## src/rtl/ifft4_pkg.sv

```systemverilog
// Shared constants and frame-slot layout helpers for the 4-point IFFT output path.
// Slot layout: {real[3..0], imag[3..0]}, with lane i at bit offset i*SW inside each half.
package ifft4_pkg;
  localparam int POINTS = 4;
  localparam int IDX_W  = 2;
  localparam int SLOTS  = 2;

  function automatic int sample_w(input int data_width);
    return data_width + 2;
  endfunction

  function automatic int frame_w(input int sw);
    return 2 * POINTS * sw;
  endfunction

  function automatic int real_lsb(input int sw, input int lane);
    return (POINTS + lane) * sw;
  endfunction

  function automatic int imag_lsb(input int sw, input int lane);
    return lane * sw;
  endfunction
endpackage

```

## src/rtl/ifft4_frame_buf.sv

```systemverilog
// Two-slot frame store with 1-bit write/read pointers and a 0..2 occupancy count.
// A write while full is accepted only when the same cycle pops; otherwise it is reported as dropped.
module ifft4_frame_buf
  import ifft4_pkg::*;
#(
  parameter int FRAME_W = 80
) (
  input  logic               clk,
  input  logic               rst_n,
  input  logic               wr_en,
  input  logic [FRAME_W-1:0] wr_data,
  input  logic               pop,
  output logic [FRAME_W-1:0] rd_data,
  output logic               empty,
  output logic               full,
  output logic               drop
);
  logic [FRAME_W-1:0] slot [SLOTS];
  logic               wr_ptr;
  logic               rd_ptr;
  logic [1:0]         count;
  logic               do_pop;
  logic               wr_accept;

  assign empty     = (count == 2'd0);
  assign full      = (count == 2'd2);
  assign do_pop    = pop && !empty;
  assign wr_accept = wr_en && (!full || do_pop);
  assign drop      = wr_en && !wr_accept;
  assign rd_data   = slot[rd_ptr];

  always_ff @(posedge clk or negedge rst_n) begin
    if (!rst_n) begin
      count  <= 2'd0;
      wr_ptr <= 1'b0;
      rd_ptr <= 1'b0;
    end else begin
      if (wr_accept) wr_ptr <= ~wr_ptr;
      if (do_pop)    rd_ptr <= ~rd_ptr;
      case ({wr_accept, do_pop})
        2'b10:   count <= count + 2'd1;
        2'b01:   count <= count - 2'd1;
        default: count <= count;
      endcase
    end
  end

  // Slot payload needs no reset: count gates every read of it.
  always_ff @(posedge clk) begin
    if (wr_accept) slot[wr_ptr] <= wr_data;
  end
endmodule

```

## src/rtl/ifft4_out_serializer.sv

```systemverilog
// Buffers parallel 4-sample IFFT frames and streams them one complex sample per beat.
// Optional feature macro: IFFT4_SER_DROP_CNT_EN adds a saturating drop_cnt output.
module ifft4_out_serializer
  import ifft4_pkg::*;
#(
  parameter  int DATA_WIDTH = 8,
  localparam int SW         = DATA_WIDTH + 2
) (
  input  logic             clk,
  input  logic             rst_n,
  input  logic             in_valid,
  input  logic [SW-1:0]    in0_real,
  input  logic [SW-1:0]    in0_imag,
  input  logic [SW-1:0]    in1_real,
  input  logic [SW-1:0]    in1_imag,
  input  logic [SW-1:0]    in2_real,
  input  logic [SW-1:0]    in2_imag,
  input  logic [SW-1:0]    in3_real,
  input  logic [SW-1:0]    in3_imag,
  output logic [SW-1:0]    out_real,
  output logic [SW-1:0]    out_imag,
  output logic [IDX_W-1:0] out_index,
  output logic             out_last,
  output logic             out_valid,
  input  logic             out_ready,
  output logic             overflow
`ifdef IFFT4_SER_DROP_CNT_EN
  ,
  output logic [15:0]      drop_cnt
`endif
);
  localparam int FW = frame_w(SW);
  localparam logic [IDX_W-1:0] LAST_IDX = IDX_W'(POINTS - 1);

  logic [FW-1:0] wr_frame;
  logic [FW-1:0] rd_frame;
  logic          empty;
  logic          full;
  logic          beat;
  logic          pop;
  logic [SW-1:0] re_lane [POINTS];
  logic [SW-1:0] im_lane [POINTS];

  assign wr_frame = {in3_real, in2_real, in1_real, in0_real,
                     in3_imag, in2_imag, in1_imag, in0_imag};

  ifft4_frame_buf #(.FRAME_W(FW)) u_buf (
    .clk     (clk),
    .rst_n   (rst_n),
    .wr_en   (in_valid),
    .wr_data (wr_frame),
    .pop     (pop),
    .rd_data (rd_frame),
    .empty   (empty),
    .full    (full),
    .drop    (overflow)
  );

  for (genvar i = 0; i < POINTS; i++) begin : g_lane
    assign re_lane[i] = rd_frame[real_lsb(SW, i) +: SW];
    assign im_lane[i] = rd_frame[imag_lsb(SW, i) +: SW];
  end

  // Handshake: a beat happens when out_valid && out_ready at a rising edge;
  // while out_valid && !out_ready the sample, index and last flag hold steady.
  assign out_valid = !empty;
  assign beat      = out_valid && out_ready;
  assign pop       = beat && (out_index == LAST_IDX);
  assign out_last  = out_valid && (out_index == LAST_IDX);
  assign out_real  = out_valid ? re_lane[out_index] : '0;
  assign out_imag  = out_valid ? im_lane[out_index] : '0;

  // The 2-bit index wraps 3 -> 0 on the beat that pops the slot.
  always_ff @(posedge clk or negedge rst_n) begin
    if (!rst_n) begin
      out_index <= '0;
    end else if (beat) begin
      out_index <= out_index + 1'b1;
    end
  end

`ifdef IFFT4_SER_DROP_CNT_EN
  always_ff @(posedge clk or negedge rst_n) begin
    if (!rst_n) begin
      drop_cnt <= 16'd0;
    end else if (overflow && (drop_cnt != 16'hFFFF)) begin
      drop_cnt <= drop_cnt + 16'd1;
    end
  end
`endif

  logic unused_full;
  assign unused_full = full;
endmodule

```

## config.mk

```make
export PLATFORM = sky130hd
export DESIGN_NAME = ifft4_out_serializer
export DESIGN_NICKNAME = d
export VERILOG_FILES = /design/src/rtl/ifft4_pkg.sv /design/src/rtl/ifft4_frame_buf.sv /design/src/rtl/ifft4_out_serializer.sv
export SDC_FILE = /design/constraint.sdc
export NUM_CORES = 1
export LEC_CHECK = 0
export ABC_AREA = 1
export BUFFER_PORTS_ARGS = -buffer_cell sky130_fd_sc_hd__buf_2
export CAP_MARGIN = 20
export CORE_MARGIN = 2
export CORE_UTILIZATION = 57
export CTS_CLUSTER_SIZE = 40
export DETAILED_ROUTE_END_ITERATION = 8
export PLACE_DENSITY = 0.88
export SLEW_MARGIN = 25
export SYNTH_ARGS = -nofsm -noshare
export SYNTH_HDL_FRONTEND = slang
export SYNTH_HIERARCHICAL = 1
export SYNTH_SLANG_ARGS = --single-unit
```

## constraint.sdc

```tcl
create_clock -name clk -period 5.65 [get_ports clk]
set_input_delay 1.695 -clock clk [delete_from_list [all_inputs] [get_ports clk]]
set_output_delay 1.695 -clock clk [all_outputs]
set_load 0.1 [all_outputs]
```

==> results of run 1 <==
[flip-flops by register name, indices dropped and copies added, names as in the netlist]
register      flops
u_buf/rd_ptr      1
u_buf/slot      160
u_buf/wr_ptr      1
u_buf/count       2
out_index         2
[layer usage]
metal  wire, um  global-route usage  part of all wire  vias to the layer above
met5         20                   0            0.0014                        -
met4        316             0.09683             0.021                        2
met3       1034             0.05708             0.070                       26
met2       7655              0.4128              0.52                      190
met1       5756              0.2496              0.39                     2279
li1           -                   -                 -                     2426
[worst max-delay path by stage]
| stage | cells after the start | slack (ps) | from | endpoint |
|---|---|---|---|---|
| finish | 8 | 950 | u_buf/rd_ptr | out_real[2] |
| global route | 8 | 800 | u_buf/rd_ptr | out_real[1] |
| CTS | 8 | 930 | u_buf/rd_ptr | out_real[2] |
| detailed placement | 7 | 1270 | out_ready | overflow |
| global placement | 7 | 1290 | out_ready | overflow |
| floorplan | 5 | 650 | out_ready | overflow |
[worst max-delay path, cell delays in order, from the launching register on]
cell and delay, ps:
dfrtp_2 920, buf_4 520, nand2_1 120, nand2_1 90, inv_1 40, nand2_1 50, nand3_1 80, a21oi_1 260
buf_2 470
[through the flow]
step | utilization | cells | hold slack (ps) | cell area, um2
finish | 0.6732 | 983 | 476.1 | 8392
global route | 0.6732 | 983 | 500.4 | 8392
CTS | 0.6729 | 983 | 481.9 | 8388
detailed placement | 0.6237 | 951 | 469.1 | 7775
global placement | 0.6237 | 951 | 452.6 | 7775
floorplan | - | 698 | 441.9 | 7207
[layout make-up]
class                   count  area, um2
well taps                 172      215.2
clock inverters            14      183.9
fillers                   948       4074
inverters                  93      356.6
repair buffers            113      594.3
multi-input cells         407       1657
clock buffers              18      429.2
flip-flops and latches    166       4956
[cell usage in the layout (no fill, tap or decap), types with 2 or more instances in the layout]
cell type     n
nand3_1      42
dfrtp_1       5
buf_4         3
buf_2       108
nand2_1     329
clkinvlp_4    3
bufinv_16     4
edfxtp_1    160
clkbuf_16    17
ha_1          2
nor2_1        5
clkinv_4      2
a21oi_1      21
clkinv_2      4
inv_1        90
==> results.json, run 1 <==
{
  "holdPathStages": 2,
  "cp_data_arrival_time_ps": 3000,
  "drv_cap": 0,
  "start_util": 0.5779,
  "drc": 0,
  "vias_per_cell": 5.008,
  "grt.overflow.total": 0,
  "post_cts_buffers": 0,
  "routedWlPerCell_um": 15.04,
  "io_pins": 109,
  "root_buffer": "clkbuf_16",
  "hold_violations": 0,
  "tightest_slew_ps": 1003,
  "reg2reg_depth": 8,
  "avgSynthCellArea_um2": 10.32,
  "clock_path_buffers": 2,
  "rows": 41,
  "reg2reg_to": "u_buf/slot[0][72]",
  "min_to": "u_buf/wr_ptr",
  "preCtsSetupSlack_ps": 1268,
  "r2r_slack_ps": 2570,
  "area_delta_synth_final_pct": 16.48,
  "worst_hold_path_type": "flip-flop to flip-flop",
  "drtAntennaViolNets": 0,
  "ys_warn_count": 6,
  "finalSetupTns_ps": 0,
  "dr.pass1.iters": 5,
  "setup_viol": 0,
  "grt_pass1_vias": 4691,
  "period_needed_ps": 4699,
  "cts.sinks": 166,
  "cts_htree_levels": 4,
  "syn_nets": 784,
  "required_ps": 3950,
  "dieArea_um2": 13550,
  "core_area_um2": 12470,
  "worst_slack_ps": 951.4,
  "drive_above_1_share": 0.1862,
  "cts_tree": "done",
  "io_buffer_count": 108,
  "antenna_found_initial": 1,
  "dp_hpwl_mm": 8.963,
  "worstHoldStart": "u_buf/wr_ptr",
  "routed_wl_mm": 14.78,
  "path_max_fanout": 42,
  "final_nets": 884,
  "grt_max_degree": 82,
  "grt_use_total": 0.2258,
  "cts.clk_slew.worst_paths_ps": 60,
  "skew_ps": 5.564,
  "cts_resized": 0,
  "antenna_cells": 0,
  "fmax_mhz": 212.8,
  "grt_pass1_wl_mm": 22.11,
  "clk_latency_ps": 420,
  "vias": 4923,
  "numCtsBuffers": 17,
  "slew_headroom": 0.3316,
  "cts_hold_buf": 0,
  "r2r_start": "out_index[1]",
  "path_class": "flip-flop to output port",
  "die_width_um": 116.4,
  "drt_iter0_drc": 346,
  "post-route-period-util": 0.8316,
  "syn_inst": 698,
  "end_kind": "output port",
  "gp_routability_congestion": 0.7610,
  "die_h_um": 116.4,
  "synth_area_um2": 7204,
  "critPathLaunchType": "flip-flop",
  "grt_setup_unrepaired": "no",
  "status": "finished, final reports clean",
  "maxSlewViolCount": 0
}
Power of run 1 is left out: the tool's default activity adds up to more than one toggle a clock period on the data nets, which glitch-free logic cannot reach.
==> run 2: changes to the inputs <==
Settings changed: CORE_UTILIZATION 57 to 51, PLACE_DENSITY 0.88 to 0.84.
Clock period 5.65 ns to 4.3 ns, I/O delays scaled along.
==> results.json, run 2 (synthesis results as in run 1) <==
{
  "status": "finished, final reports clean",
  "antenna_found_initial": 0,
  "start_util": 0.5210,
  "regArea_um2": 4956,
  "tightest_slew_ps": 881.8,
  "slew_headroom": 0.4121,
  "drv_cap": 0,
  "cts_tree": "done",
  "drive_above_1_share": 0.1794,
  "instances_no_fill": 995,
  "core_area_um2": 13830,
  "routed_wl_mm": 14.84,
  "path_class": "flip-flop to output port",
  "critPathLaunchType": "flip-flop",
  "skew_ps": 9.794,
  "post-route-period-util": 0.9443,
  "gp_routability_congestion": 0.7383,
  "path_max_fanout": 81,
  "numCtsBuffers": 17,
  "die_h_um": 122.9,
  "end_kind": "output port",
  "fmax_mhz": 246.3,
  "grt_pass1_vias": 4801,
  "required_ps": 3010,
  "final_cell_area_um2": 8354,
  "final_nets": 888,
  "routedWlPerCell_um": 14.91,
  "area_delta_synth_final_pct": 15.96,
  "cp_data_arrival_time_ps": 2770,
  "grt_use_total": 0.2119,
  "hold_violations": 0,
  "io_buffer_count": 108,
  "largestRegisters": "u_buf/slot x160, out_index x2, u_buf/count x2",
  "maxSlewViolCount": 0,
  "drt_iter0_drc": 392,
  "multiInputGateArea_um2": 1657,
  "mostFrequentLayoutCells": "nand2_1 (329), edfxtp_1 (160), buf_2 (107)",
  "cts.sinks": 166,
  "dieArea_um2": 15090,
  "fill_cells": 1133,
  "clk_latency_ps": 430,
  "period_needed_ps": 4061,
  "grt_max_degree": 82,
  "cts.clk_slew.worst_paths_ps": 60,
  "fin_util": 0.6042,
  "setup_viol": 0,
  "cts_hold_buf": 0,
  "root_buffer": "clkbuf_16",
  "vias": 4866,
  "grt_pass1_wl_mm": 23.41,
  "dr.pass1.iters": 4,
  "dp_hpwl_mm": 9.310,
  "post_cts_buffers": 0,
  "final_common_cell": "nand2_1",
  "cts_htree_levels": 4,
  "worst_hold_path_type": "flip-flop to flip-flop",
  "vias_per_cell": 4.890,
  "clock_path_buffers": 2,
  "rows": 43,
  "die_width_um": 122.9,
  "io_pins": 109,
  "dpl-instance-area_um2": 7844,
  "cts_resized": 0,
  "largest_reg_flops": 160,
  "grt_setup_unrepaired": "no",
  "drc": 0,
  "place_inst": 963,
  "regMostFlops": "u_buf/slot",
  "drtAntennaViolNets": 0,
  "finalSetupTns_ps": 0,
  "grt.overflow.total": 0
}
-- run 2: final cells by class --
class                   count  area share
flip-flops and latches    166      0.5932
multi-input cells         407      0.1983
repair buffers            117     0.07758
clock buffers              24     0.05407
inverters                  93     0.04283
well taps                 180     0.02696
clock inverters             7    0.006740
diodes                      1   0.0002995
-- run 2: layer usage --
metal,GRT usage,wire length [um],up-vias,share of wire
met4,0.08693,301,0,0.020
met5,0,0,-,0
li1,-,-,2436,-
met2,0.3640,7531,163,0.51
met3,0.06831,1279,25,0.086
met1,0.2445,5724,2242,0.39
-- run 2: critical path, cell delays in order, from the launching register on --
cell and delay (ps):
dfrtp_2 400, buf_4 680, nand2_1 140, nand2_1 110
inv_1 40, nand2_1 60, nand3_1 140, a21oi_1 260
buf_2 460
-- run 2: through the flow --
step / hold WS, ps / setup slack, ps
final: 485.5 / 239.4
after global routing: 520.4 / 91.27
after CTS: 485.9 / 238.3
after detailed placement: 470.3 / 719.7
after global placement: 454.9 / 745.7
after floorplan: 441.9 / 53.77
-- run 2: path summary, 6_finish.rpt --
path	from	endpoint	slack, ps	cells after the start
hold / removal	u_buf/wr_ptr	u_buf/wr_ptr	490	2
setup / recovery	u_buf/rd_ptr	out_imag[9]	240	8
setup reg to reg	u_buf/count[1]	u_buf/slot[0][15]	1550	10
max in group asynchronous	rst_n	u_buf/rd_ptr	3460	1
hold reg to reg	u_buf/wr_ptr	u_buf/wr_ptr	490	2
min in group asynchronous	rst_n	u_buf/count[1]	670	1
Power of run 2 is left out for the same reason.
==> run 3: changes to the inputs <==
==> constraint.sdc (replaced) <==
create_clock -name clk -period 4.3 [get_ports clk]
set_input_delay 0.86 -clock clk [delete_from_list [all_inputs] [get_ports clk]]
set_output_delay 0.86 -clock clk [all_outputs]
set_load 0.1 [all_outputs]
==> results.json, run 3 (synthesis results as in run 1) <==
{
  "drive_above_1_share": 0.1870,
  "multiInputGateArea_um2": 1657,
  "critPathLaunchType": "flip-flop",
  "end_kind": "output port",
  "final_common_cell": "nand2_1",
  "slew_headroom": 0.4956,
  "status": "finished, final reports clean",
  "routed_wl_mm": 15.15,
  "grt_pass1_wl_mm": 22.85,
  "post_cts_buffers": 0,
  "finalSetupTns_ps": 0,
  "fill_cells": 1103,
  "io_pins": 109,
  "largest_reg_flops": 160,
  "rows": 43,
  "setup_viol": 0,
  "vias": 4949,
  "grt_setup_unrepaired": "no",
  "drtAntennaViolNets": 0,
  "required_ps": 3440,
  "timing.hold.ws_ps": 254.5,
  "root_buffer": "clkbuf_16",
  "maxSlewViolCount": 0,
  "cts_hold_buf": 0,
  "path_max_fanout": 81,
  "dieArea_um2": 15090,
  "reg2reg_depth": 8,
  "regArea_um2": 4956,
  "period_needed_ps": 3430,
  "drt_iter0_drc": 383,
  "routedWlPerCell_um": 15.24,
  "fmax_mhz": 291.5,
  "vias_per_cell": 4.979,
  "grt.overflow.total": 0,
  "die_h_um": 122.9,
  "post-route-period-util": 0.7977,
  "grt_max_degree": 82,
  "io_buffer_count": 108,
  "cp_data_arrival_time_ps": 2570,
  "gp_routability_congestion": 0.8191,
  "tightest_slew_ps": 756.6,
  "instances_no_fill": 994,
  "core_area_um2": 13830,
  "drv_cap": 0,
  "mostFrequentLayoutCells": "nand2_1 (329), edfxtp_1 (160), buf_2 (108)",
  "cts.sinks": 166,
  "drc": 0,
  "r2r_slack_ps": 1510,
  "final_nets": 886,
  "start_util": 0.5210,
  "regMostFlops": "u_buf/slot",
  "cts.clk_slew.worst_paths_ps": 60,
  "grt_use_total": 0.2073,
  "cts_resized": 0,
  "path_class": "flip-flop to output port",
  "numCtsBuffers": 17,
  "largestRegisters": "u_buf/slot x160, out_index x2, u_buf/count x2",
  "reg2reg_to": "u_buf/slot[0][13]",
  "area_delta_synth_final_pct": 16.24,
  "die_width_um": 122.9,
  "skew_ps": 4.254,
  "clock_path_buffers": 2,
  "place_inst": 961,
  "antenna_found_initial": 2,
  "dp_hpwl_mm": 9.783,
  "clk_latency_ps": 420,
  "hold_violations": 0,
  "cts_tree": "done",
  "grt_pass1_vias": 4775,
  "dr.pass1.iters": 5,
  "r2r_start": "out_index[0]",
  "worst_hold_path_type": "input port to asynchronous set/reset pin",
  "cts_htree_levels": 4
}
run 3: changes by cell type in the layout (fill, tap and decap cells not counted), moves of 2 or more:
cell / previous run / this run
clkinv_4: 0 / 4
inv_6: 1 / 4
buf_4: 7 / 5
clkinv_2: 4 / 1
clkinvlp_4: 0 / 4
clkbuf_1: 7 / 1
run 3: cell type report:
type | instances | area share
Antenna cell | 1 | 0.0002988
Clock buffer | 18 | 0.05125
Clock inverter | 14 | 0.01539
Inverter | 93 | 0.04273
Multi-Input combinational cell | 407 | 0.1978
Sequential cell | 166 | 0.5918
Tap cell | 180 | 0.02689
Timing Repair Buffer | 115 | 0.07381
run 3: routing by layer:
metal	global-route usage	routed length, um	up-vias
li1	-	-	2433
met1	0.2324	5855	2313
met2	0.3733	7868	176
met3	0.06227	1141	25
met4	0.07184	269	2
met5	0	11	-
run 3: how the worst max path moves through the flow:
stage / startpoint / endpoint / cells after the start
after floorplan: u_buf/count[1] / u_buf/slot[1][0] / 8
after global placement: u_buf/rd_ptr / out_real[0] / 8
after detailed placement: u_buf/rd_ptr / out_real[0] / 8
after CTS: u_buf/rd_ptr / out_real[0] / 8
after global routing: u_buf/rd_ptr / out_real[1] / 8
final: u_buf/rd_ptr / out_real[9] / 8
run 3: worst max-delay path, cell delays in order, from the launching register on:
cell and delay (ps):
dfrtp_2 530, inv_6 480, nand2_1 120, nand2_1 100
inv_1 50, nand2_1 100, nand3_1 90, a21oi_1 190
buf_2 450
run 3: through the flow:
step / utilization / setup slack (ps) / cell area (um2)
floorplan: - / 126.9 / 7207
global placement: 0.5651 / 1306 / 7814
detailed placement: 0.5651 / 1279 / 7814
CTS: 0.6055 / 814.0 / 8372
global route: 0.6055 / 630.9 / 8372
finish: 0.6056 / 870.0 / 8374
Power of run 3 is left out for the same reason.
